### src/rtl/nlp_update_gen_pkg.sv
// Shared types and helpers for the NLP update producer: packet layout, initial
// counter value and the usefulness filter applied to committed branches.
package nlp_update_gen_pkg;

  typedef struct packed {
    logic [31:0] pc;
    logic [31:0] target;
    logic [1:0]  bim_state;
    logic        should_take;
  } nlp_update_pkt_t;

  localparam logic [1:0] NlpBimInit = 2'b10;

  // An update is worth sending only if it would change the NLP entry.
  function automatic logic nlp_useful(logic valid, logic hit, logic taken, logic [1:0] bim,
                                      logic [31:0] pred_target, logic [31:0] target);
    return valid && ((!hit && taken) ||
                     (hit && taken && bim != 2'b11) ||
                     (hit && !taken && bim != 2'b00) ||
                     (hit && taken && pred_target != target));
  endfunction

endpackage

### src/rtl/nlp_update_gen_if.sv
// Update channel from the commit-side producer to the NLP training port.
interface nlp_update_gen_if;
  logic        valid;
  logic [31:0] pc;
  logic [31:0] target;
  logic [1:0]  bim_state;
  logic        should_take;

  modport master (output valid, pc, target, bim_state, should_take);
  modport slave  (input  valid, pc, target, bim_state, should_take);
endinterface

### src/rtl/nlp_upd_fifo.sv
// 2-write / 1-read FIFO of update packets with unconditional pop, in-place
// overwrite of the newest entry and per-slot drop reporting.
module nlp_upd_fifo
  import nlp_update_gen_pkg::*;
#(
  parameter int unsigned Depth = 8
) (
  input  logic                  clk,
  input  logic                  rst_n,
  input  logic [1:0]            wr_en_i,
  input  nlp_update_pkt_t [1:0] wr_pkt_i,
  output logic                  rd_valid_o,
  output nlp_update_pkt_t       rd_pkt_o,
  output logic [1:0]            drop_o
);

  localparam int unsigned AW = $clog2(Depth);
  localparam int unsigned PW = AW + 1;

  nlp_update_pkt_t mem_q [Depth];
  logic [PW-1:0]   head_q, head_d, tail_q, tail_d;
  logic [PW-1:0]   count, free;
  logic            nonempty;
  logic [AW-1:0]   last_idx, waddr0, waddr1;
  logic            coal0, coal1, alloc0, alloc1, we0, we1, tail_live;

  always_comb begin
    count     = tail_q - head_q;
    nonempty  = (count != '0);
    // The head always leaves this cycle, so its slot is reusable right away.
    free      = PW'(Depth) - count + {{(PW-1){1'b0}}, nonempty};
    last_idx  = tail_q[AW-1:0] - AW'(1);
    // The newest entry is safe to overwrite only if it is not the head being popped.
    tail_live = (count > PW'(1));

    coal0  = wr_en_i[0] && tail_live && (mem_q[last_idx].pc == wr_pkt_i[0].pc);
    alloc0 = wr_en_i[0] && !coal0 && (free != '0);
    coal1  = wr_en_i[1] && tail_live && !alloc0 && (mem_q[last_idx].pc == wr_pkt_i[1].pc);
    alloc1 = wr_en_i[1] && !coal1 && (alloc0 ? (free >= PW'(2)) : (free != '0));

    drop_o[0] = wr_en_i[0] && !coal0 && !alloc0;
    drop_o[1] = wr_en_i[1] && !coal1 && !alloc1;

    we0    = coal0 || alloc0;
    we1    = coal1 || alloc1;
    waddr0 = coal0 ? last_idx : tail_q[AW-1:0];
    waddr1 = coal1 ? last_idx : (tail_q[AW-1:0] + {{(AW-1){1'b0}}, alloc0});

    head_d = head_q + {{(PW-1){1'b0}}, nonempty};
    tail_d = tail_q + {{(PW-1){1'b0}}, alloc0} + {{(PW-1){1'b0}}, alloc1};

    rd_valid_o = nonempty;
    rd_pkt_o   = mem_q[head_q[AW-1:0]];
  end

  always_ff @(posedge clk or negedge rst_n) begin
    if (!rst_n) begin
      head_q <= '0;
      tail_q <= '0;
      mem_q  <= '{default: '0};
    end else begin
      head_q <= head_d;
      tail_q <= tail_d;
      if (we0) mem_q[waddr0] <= wr_pkt_i[0];
      if (we1) mem_q[waddr1] <= wr_pkt_i[1];
    end
  end

endmodule

### src/rtl/nlp_update_gen.sv
// Producer end of the NLP update protocol: filters and coalesces up to two
// committed branches per cycle into a small FIFO drained one packet per cycle.
module nlp_update_gen
  import nlp_update_gen_pkg::*;
#(
  parameter int unsigned Depth = 8,
  parameter int unsigned CntW  = 16
) (
  input  logic                  clk,
  input  logic                  rst_n,
  input  logic [1:0]            cmt_valid_i,
  input  logic [1:0][31:0]      cmt_pc_i,
  input  logic [1:0][31:0]      cmt_target_i,
  input  logic [1:0]            cmt_taken_i,
  input  logic [1:0]            cmt_nlp_hit_i,
  input  logic [1:0][1:0]       cmt_bim_state_i,
  input  logic [1:0][31:0]      cmt_pred_target_i,
  nlp_update_gen_if.master      upd,
  output logic [CntW-1:0]       drop_cnt_o
);

  localparam int unsigned SumW = CntW + 1;

  logic [1:0]            useful, wr_en, fifo_drop;
  nlp_update_pkt_t [1:0] pkt;
  nlp_update_pkt_t       head_pkt;
  logic                  head_valid;
  logic [CntW-1:0]       drop_cnt_q, drop_cnt_d;
  logic [SumW-1:0]       drop_sum;

  always_comb begin
    for (int s = 0; s < 2; s++) begin
      useful[s] = nlp_useful(cmt_valid_i[s], cmt_nlp_hit_i[s], cmt_taken_i[s],
                             cmt_bim_state_i[s], cmt_pred_target_i[s], cmt_target_i[s]);
      pkt[s].pc          = cmt_pc_i[s];
      pkt[s].target      = cmt_target_i[s];
      pkt[s].bim_state   = cmt_nlp_hit_i[s] ? cmt_bim_state_i[s] : NlpBimInit;
      pkt[s].should_take = cmt_taken_i[s];
    end
    wr_en = useful;
    // The younger slot carries the final outcome for a PC seen twice this cycle.
    if (useful == 2'b11 && cmt_pc_i[0] == cmt_pc_i[1]) wr_en[0] = 1'b0;
  end

  nlp_upd_fifo #(
    .Depth (Depth)
  ) u_fifo (
    .clk        (clk),
    .rst_n      (rst_n),
    .wr_en_i    (wr_en),
    .wr_pkt_i   (pkt),
    .rd_valid_o (head_valid),
    .rd_pkt_o   (head_pkt),
    .drop_o     (fifo_drop)
  );

  always_comb begin
    drop_sum   = {1'b0, drop_cnt_q} + SumW'(fifo_drop[0]) + SumW'(fifo_drop[1]);
    drop_cnt_d = drop_sum[CntW] ? '1 : drop_sum[CntW-1:0];
  end

  always_ff @(posedge clk or negedge rst_n) begin
    if (!rst_n) drop_cnt_q <= '0;
    else        drop_cnt_q <= drop_cnt_d;
  end

  assign drop_cnt_o      = drop_cnt_q;
  assign upd.valid       = head_valid;
  assign upd.pc          = head_pkt.pc;
  assign upd.target      = head_pkt.target;
  assign upd.bim_state   = head_pkt.bim_state;
  assign upd.should_take = head_pkt.should_take;

endmodule

### src/flat_wrapper.sv
// flat-port wrapper written by rule: the top's interface ports become plain ports
module nlp_update_gen_flat import nlp_update_gen_pkg::*;
#(
  parameter int unsigned Depth = 8,
  parameter int unsigned CntW  = 16
)
  (clk, rst_n, cmt_valid_i, cmt_pc_i, cmt_target_i, cmt_taken_i, cmt_nlp_hit_i, cmt_bim_state_i, cmt_pred_target_i, drop_cnt_o, upd_valid, upd_pc, upd_target, upd_bim_state, upd_should_take);
  nlp_update_gen_if upd_i ();
  input  logic clk;
  input  logic rst_n;
  input  logic [1:0] cmt_valid_i;
  input  logic [1:0][31:0] cmt_pc_i;
  input  logic [1:0][31:0] cmt_target_i;
  input  logic [1:0] cmt_taken_i;
  input  logic [1:0] cmt_nlp_hit_i;
  input  logic [1:0][1:0] cmt_bim_state_i;
  input  logic [1:0][31:0] cmt_pred_target_i;
  output logic [CntW-1:0] drop_cnt_o;
  output wire logic [$bits(upd_i.valid)-1:0] upd_valid;
  output wire logic [$bits(upd_i.pc)-1:0] upd_pc;
  output wire logic [$bits(upd_i.target)-1:0] upd_target;
  output wire logic [$bits(upd_i.bim_state)-1:0] upd_bim_state;
  output wire logic [$bits(upd_i.should_take)-1:0] upd_should_take;
  assign upd_valid = upd_i.valid;
  assign upd_pc = upd_i.pc;
  assign upd_target = upd_i.target;
  assign upd_bim_state = upd_i.bim_state;
  assign upd_should_take = upd_i.should_take;
  nlp_update_gen #(.Depth(Depth), .CntW(CntW)) u_core (.clk(clk), .rst_n(rst_n), .cmt_valid_i(cmt_valid_i), .cmt_pc_i(cmt_pc_i), .cmt_target_i(cmt_target_i), .cmt_taken_i(cmt_taken_i), .cmt_nlp_hit_i(cmt_nlp_hit_i), .cmt_bim_state_i(cmt_bim_state_i), .cmt_pred_target_i(cmt_pred_target_i), .upd(upd_i), .drop_cnt_o(drop_cnt_o));
endmodule
### config.mk
export PLATFORM = sky130hd
export DESIGN_NAME = nlp_update_gen_flat
export DESIGN_NICKNAME = d
export VERILOG_FILES = /design/src/rtl/nlp_update_gen_pkg.sv /design/src/rtl/nlp_update_gen_if.sv /design/src/rtl/nlp_upd_fifo.sv /design/src/rtl/nlp_update_gen.sv /design/src/flat_wrapper.sv
export SDC_FILE = /design/constraint.sdc
export NUM_CORES = 2
export LEC_CHECK = 0
export CAP_MARGIN = 10
export CORE_UTILIZATION = 40
export DETAILED_ROUTE_END_ITERATION = 7
export HOLD_SLACK_MARGIN = 0.15
export PLACE_DENSITY = 0.69
export SLEW_MARGIN = 10
export SYNTH_ARGS = -nofsm -noshare
export SYNTH_HDL_FRONTEND = slang
export SYNTH_HIERARCHICAL = 1
export SYNTH_SLANG_ARGS = --single-unit
### constraint.sdc
create_clock -name clk -period 12.2 [get_ports clk]
set_clock_uncertainty 0.15 [all_clocks]
set_input_delay 1.83 -clock clk [delete_from_list [all_inputs] [get_ports clk]]
set_output_delay 1.83 -clock clk [all_outputs]
set_load 0.02 [all_outputs]
# --- Yosys cells after proc, flatten, opt, wreduce, memory -nomap -nowiden ---
# Index checks and enable logic that the tools add are counted.
word_totals:
  ff_bits: 560
  input_bits: 204
  output_inout_bits: 84
  word_cells: 134
classes:
  add_sub_neg: 10
  magnitude_cmp: 8
  eq_ne: 8
  mux: 21
  bitwise: 4
  reduce_logical: 48
ops:
  columns: ["cell", "count"]
  rows:
  - ["$bwmux W536", 2]
  - ["$mux W536", 2]
  - ["$bmux W67 S3", 2]
  - ["$demux W67 S3", 2]
  - ["$mux W67", 6]
  - ["$eq A32 B32 Y1", 3]
  - ["$ne A32 B32 Y1", 2]
  - ["$logic_and A1 B1 Y1", 28]
  - ["$add A16 B1 Y17", 1]
  - ["$add A17 B1 Y17", 1]
  - ["$add A4 B1 Y4", 4]
  - ["$ge A4 B4 Y1 const B", 4]
  - ["$mux W16", 1]
  - ["$not A3 Y4", 4]
  - ["$logic_not A1 Y1", 8]
  - ["$logic_or A1 B1 Y1", 8]
  - ["$lt A4 B1 Y1 const B", 2]
  - ["$reduce_bool A4 Y1", 2]
  - ["$mux W3", 2]
  - ["$ge A4 B2 Y1 const B", 1]
  - ["$gt A4 B1 Y1 const B", 1]
  - ["$mux W2", 2]
  - ["$ne A2 B2 Y1 const B", 2]
  - ["$reduce_bool A2 Y1", 2]
  - ["other kinds (6)", 7]

# --- Longest topological paths before layout ---
depth:
  depth_word: 25
  depth_mapped: 31
  ltp_nobuf: 26

# --- Hierarchy ---
# The synthesis kept the hierarchy.
modules_own_cells:
  columns: ["module", "instances", "cells_each", "area_per_inst_um2", "seq_area_each_um2"]
  rows:
  - ["nlp_upd_fifo", 1, 3288, 33495.9, 13613.1]
  - ["nlp_update_gen", 1, 219, 1913.1, 400.4]

# --- Worst setup path after synthesis ---
# Ideal clock, no wire load.
synth_timing:
  path_type: "register to register"
  startpoint: "register u_core.u_fifo.tail_q[0]"
  endpoint: "register u_core/u_fifo/mem_q[177] (netlist bit)"
  setup_ps: 83
  t_arrival_ps: 5715
  required_ps: 11967
  path_slack_ps: 6253
  path_stages_with_launch: 26
  n_path_buf: 9
  synth_period_minus_slack_ps: 5947
  path_cell_list: "dfrtp_1 -> buf_4 -> inv_1 -> buf_2 -> clkbuf_1 -> ha_1 -> buf_4 -> buf_2 -> buf_1 -> mux4_2 -> mux2i_1 -> xor2_1 -> o2111ai_1 -> nor4b_4 -> a21oi_2 -> buf_2 -> ha_1 -> ha_1 -> nand2b_1 -> nor2_1 -> o21ai_0 -> o21bai_2 -> buf_4 -> buf_6 -> nand2_1 -> o21ai_0"
synth_between:
  elab_chain_len: 21
  word_cells_on_any_way: 48
  classes_between: "add/sub: 5; order compare: 6; eq/ne: 2; mux: 14; bitwise: 3; reduce/logical: 18"
synth_rtl:
  columns: ["element", "line", "rtl"]
  rows:
  - ["start, declared", "nlp_upd_fifo.sv:21", "logic [PW-1:0] head_q, head_d, tail_q, tail_d;"]
  - ["start signal, assigned", "nlp_upd_fifo.sv:63", "tail_q <= tail_d;"]
  - ["branches (longest 20 deep; another with $sub A4 B4 Y4)", null, null]
  - ["$mux W536 *", "nlp_upd_fifo.sv:65", "if (we1) mem_q[waddr1] <= wr_pkt_i[1];"]
  - ["end signal, assigned by index", "nlp_upd_fifo.sv:64", "if (we0) mem_q[waddr0] <= wr_pkt_i[0];"]
  - ["end signal, assigned by index", "nlp_upd_fifo.sv:65", null]
  - ["end, declared", "nlp_upd_fifo.sv:20", "nlp_update_pkt_t mem_q [Depth];"]
# Mark *: on every way between the ends. The select of a mux whose other input is x is not followed.

# --- Worst setup path in the final report ---
layout_timing:
  startpoint: "input cmt_target_i[33] (netlist bit)"
  endpoint: "register u_core/u_fifo/mem_q[374] (netlist bit)"
layout_between:
  elab_chain_len: 23
  word_cells_on_any_way: 41
  classes_between: "add/sub: 1; order compare: 4; eq/ne: 2; mux: 12; bitwise: 2; reduce/logical: 20"
layout_rtl:
  columns: ["element", "line", "rtl"]
  rows:
  - ["start, declared", "flat_wrapper.sv:13", "input logic [1:0][31:0] cmt_target_i;"]
  - ["$ne A32 B32 Y1 *", "nlp_update_gen_pkg.sv:20", "(hit && taken && pred_target != target));"]
  - ["$logic_and A1 B1 Y1 *", "nlp_update_gen_pkg.sv:20", null]
  - ["$logic_or A1 B1 Y1 *", "nlp_update_gen_pkg.sv:19", "(hit && !taken && bim != 2'b00) ||"]
  - ["$logic_and A1 B1 Y1 *", "nlp_update_gen_pkg.sv:17", "return valid && ((!hit && taken) ||"]
  - ["named net u_core.useful[1]", "nlp_update_gen.sv:24", "logic [1:0] useful, wr_en, fifo_drop;"]
  - ["$eq A2 B2 Y1 *", "nlp_update_gen.sv:42", "if (useful == 2'b11 && cmt_pc_i[0] == cmt_pc_i[1]) wr_en[0] = 1'b0;"]
  - ["$logic_and A1 B1 Y1 *", "nlp_update_gen.sv:42", null]
  - ["$mux W1 *", "nlp_update_gen.sv:42", null]
  - ["named net u_core.wr_en[0]", "nlp_update_gen.sv:24", null]
  - ["branches (longest 15 deep; another with $ge A4 B4 Y1)", null, null]
  - ["$mux W536 *", "nlp_upd_fifo.sv:65", null]
# Mark *: on every way through the listed nets, which the timed path passes.

==> impl_metrics.env <==
export IMPL_status="finished clean"
export IMPL_ctsHoldBuffers=0
export IMPL_drt_pass1_iter_count=6
export IMPL_post_dp_hpwl_um=68700
export IMPL_final_cell_mix="773 x nand2_1, 598 x mux2i_1, 556 x dfrtp_1"
export IMPL_r2r_slack_ps=3960
export IMPL_routed_via_density=5.88
export IMPL_ys_seq_elements=560
export IMPL_grt_max_degree=175
export IMPL_critPathLaunch="cmt_target_i[33]"
export IMPL_gr_usage_met3=0.0501
export IMPL_synth_top_area_frac=0.396
export IMPL_cp_slowest_cell="nor4_1"
export IMPL_rsz0062_at_grt="no"
export IMPL_layout_commonest_cell="nand2_1"
export IMPL_crit_end="u_core/u_fifo/mem_q[374]"
export IMPL_cp_end_kind="flop"
export IMPL_synth_edf_count=0
export IMPL_antenna_found_initial=6
export IMPL_tightest_slew_ps=1280
export IMPL_grt_pass1_vias=27300
export IMPL_met2_usage=0.397
export IMPL_syn_nets=3726
export IMPL_wire_per_inst_um=24.2
export IMPL_min_from="u_core/u_fifo/head_q[3]"
export IMPL_busiest_layer="met2"
export IMPL_die_w_um=300
export IMPL_grt_use_met1=0.344
export IMPL_max_vdd_ir_drop_uv=187
export IMPL_final_hold_violation_count=0
export IMPL_p_leak_uw=0.0194
export IMPL_finalSetupTns_ps=0
export IMPL_finalWirelength_um=115000
export IMPL_initial_core_util=0.406
export IMPL_core_mm2=0.0872
export IMPL_finalNetCount=3744
export IMPL_syn_instance_count=3507
export IMPL_dp_cells=4610
export IMPL_cts_made_buffers=68
export IMPL_die_area_mm2=0.0897
export IMPL_fin_ws_ps=2820
export IMPL_crit_chain="clkdlybuf4s50_1 > xor2_1 > nor4_1 > nand4_1 > nor3_1 > nor2_1 > a211oi_1 > o2111ai_1 > a211oi_1 > nor4b_4 > a21oi_2 > ha_1 > ha_1 > xnor2_1 > nand2b_1 > nor2_1 > o21ai_0 > o21bai_4 > buf_4 > o21ai_1"
export IMPL_setup_viol=0
export IMPL_finalInstanceArea_mm2=0.0406
export IMPL_r2r_start="u_core/u_fifo/tail_q[0]"
export IMPL_finalMaxSlewViolations=0
export IMPL_grt_pass1_wl_um=173000
export IMPL_htreeDepth=3
export IMPL_synth_largest_area_cell="dfrtp_1"
export IMPL_synth_area_per_cell_um2=10.1
export IMPL_place_congestion=0.918
export IMPL_clk_path_buf_depth=3
export IMPL_worstPathRequired_ps=12500
export IMPL_io_pin_count=288
export IMPL_synth_area_mm2=0.0354
export IMPL_cap_violations=0
export IMPL_cts_sinks=560
export IMPL_postPlaceCellArea_mm2=0.0382
export IMPL_die_h_um=300
export IMPL_insertion_delay_ps=620
export IMPL_final_layout_size_suffix_gt1_frac=0.108
export IMPL_drc=0
export IMPL_portBuffers=287
export IMPL_period_share=0.769
export IMPL_cts_resized_gates=0
export IMPL_grt_overflow=0
export IMPL_cp_start_kind="input port"
export IMPL_area_delta_synth_final_pct=14.7
export IMPL_grt_usage=0.252
export IMPL_powerDensity_mw_per_mm2=301
export IMPL_relSlewSlack=0.140
export IMPL_vias=27800
export IMPL_yosys_most_used_dff="dfrtp_1"
export IMPL_clkSlewWorstSetupHoldPaths_ps=60
export IMPL_holdCritPathClass="reg -> reg"
export IMPL_synth_seq_area_share=0.396
export IMPL_clockRootBuffer="clkbuf_16"
export IMPL_crit_fanout=64
export IMPL_ant_nets=0
export IMPL_synth_area_top_cells="dfrtp_1 40%, mux2i_1 17%, mux4_2 12%, nand2_1 8.2%, o21ai_0 5.3%"
export IMPL_ys_types=67
export IMPL_rr_worst_depth=19
export IMPL_post_cts_setup_buffers=0
export IMPL_yosys_warnings=6
export IMPL_synthArstFlopShare=1.00
export IMPL_crit_arrival_ps=9680
export IMPL_worstReg2RegEnd="u_core/u_fifo/mem_q[374]"
export IMPL_min_period_ps=9380
export IMPL_place_ws_ps=2410
export IMPL_critPathKind="in -> reg"
export IMPL_rows=108
export IMPL_cp_slowest_stage_delay_ps=1070
export IMPL_stdcell_count=4734
export IMPL_fmax_ghz=0.107
export IMPL_drt_initial_drc_count=3124
export IMPL_tritoncts="done"
==> kinds of logic (layout without fill, tap and decap cells) <==
kind of cell    after synthesis  count (layout)  share of synthesized area
buf+inv                     400             471                     0.0597
other cells                   0               1                          0
simple gates                957             957                      0.114
xor+xnor                    175             175                     0.0437
fa+ha+maj                    15              15                    0.00594
flops                       560             560                      0.396
mux                         790             790                      0.290
compound gates              610             610                     0.0905
==> routing by layer <==
| layer | wire length, µm | vias up |
|---|---|---|
| met1 | 47500 | 13800 |
| met5 | 67 | - |
| met2 | 52500 | 1382 |
| li1 | - | 12300 |
| met3 | 10400 | 286 |
| met4 | 4340 | 12 |
==> metrics by stage <==
step	power, µW	util	hold WS, ps
floorplan	7880	-	312
global placement	9860	0.438	331
detailed placement	10000	0.438	334
CTS	12200	0.466	343
global route	12900	0.466	381
finish	12200	0.466	342
==> critical path, delay by kind of cell <==
kind	cells	cell delay, ps
AO/OA/AOI/OAI	7	2600
XOR/XNOR	2	530
adder cells (fa/ha/maj)	2	510
AND/OR/NAND/NOR	7	2650
buffers and inverters	2	1510
==> registers in the layout (all words and copies together) (netlist names) <==
name                  count
u_core/u_fifo/mem_q     536
u_core/drop_cnt_o        16
u_core/u_fifo/head_q      4
u_core/u_fifo/tail_q      4
==> how the worst min path moves through the flow <==
stage | to | slack [ps] | cells after the start
after CTS | u_core/u_fifo/head_q[3] | 340 | 1
after detailed placement | u_core/u_fifo/head_q[3] | 330 | 1
after global routing | u_core/u_fifo/tail_q[3] | 380 | 1
after floorplan | u_core/u_fifo/tail_q[3] | 310 | 1
after global placement | u_core/u_fifo/head_q[3] | 330 | 1
final | u_core/u_fifo/head_q[3] | 340 | 1
==> power by group <==
part           internal [µW]  switching (µW)
logic                   2930            3690
registers               2750             715
clock network           1280             878
==> Yosys cell counts, types with 3 or more instances <==
| library cell | number |
|---|---|
| or4_1 | 3 |
| buf_6 | 38 |
| buf_1 | 39 |
| mux2i_1 | 598 |
| o21bai_2 | 8 |
| a31oi_1 | 5 |
| fa_1 | 3 |
| o21ai_1 | 175 |
| mux2_2 | 3 |
| ha_1 | 12 |
| buf_2 | 89 |
| nand2_2 | 5 |
| inv_1 | 20 |
| xnor2_1 | 41 |
| dfrtp_1 | 560 |
| mux4_2 | 188 |
| xor2_1 | 133 |
| and3_1 | 4 |
| and2_1 | 5 |
| a21oi_1 | 14 |
| a211oi_1 | 4 |
| nor4_1 | 22 |
| o2111ai_1 | 9 |
| clkbuf_1 | 150 |
| o21ai_0 | 376 |
| nor3b_1 | 10 |
| buf_4 | 55 |
| nor3_1 | 7 |
| nor2_1 | 20 |
| nand2_1 | 777 |
| nand3_1 | 35 |
| o22ai_1 | 5 |
| nand4_1 | 28 |
| or2_2 | 4 |
| nor2b_1 | 6 |
| clkbuf_2 | 8 |
| nand2b_1 | 10 |
==> final cells by class <==
class,instances,area (µm²)
multi-input cells,2547,19500
flip-flops and latches,560,14000
clock buffers,95,2030
clock inverters,28,360
repair buffers,327,3190
fillers,8094,46600
well taps,1155,1450
inverters,21,81.3
diodes,1,2.50
(Power assumes the default switching activity.)
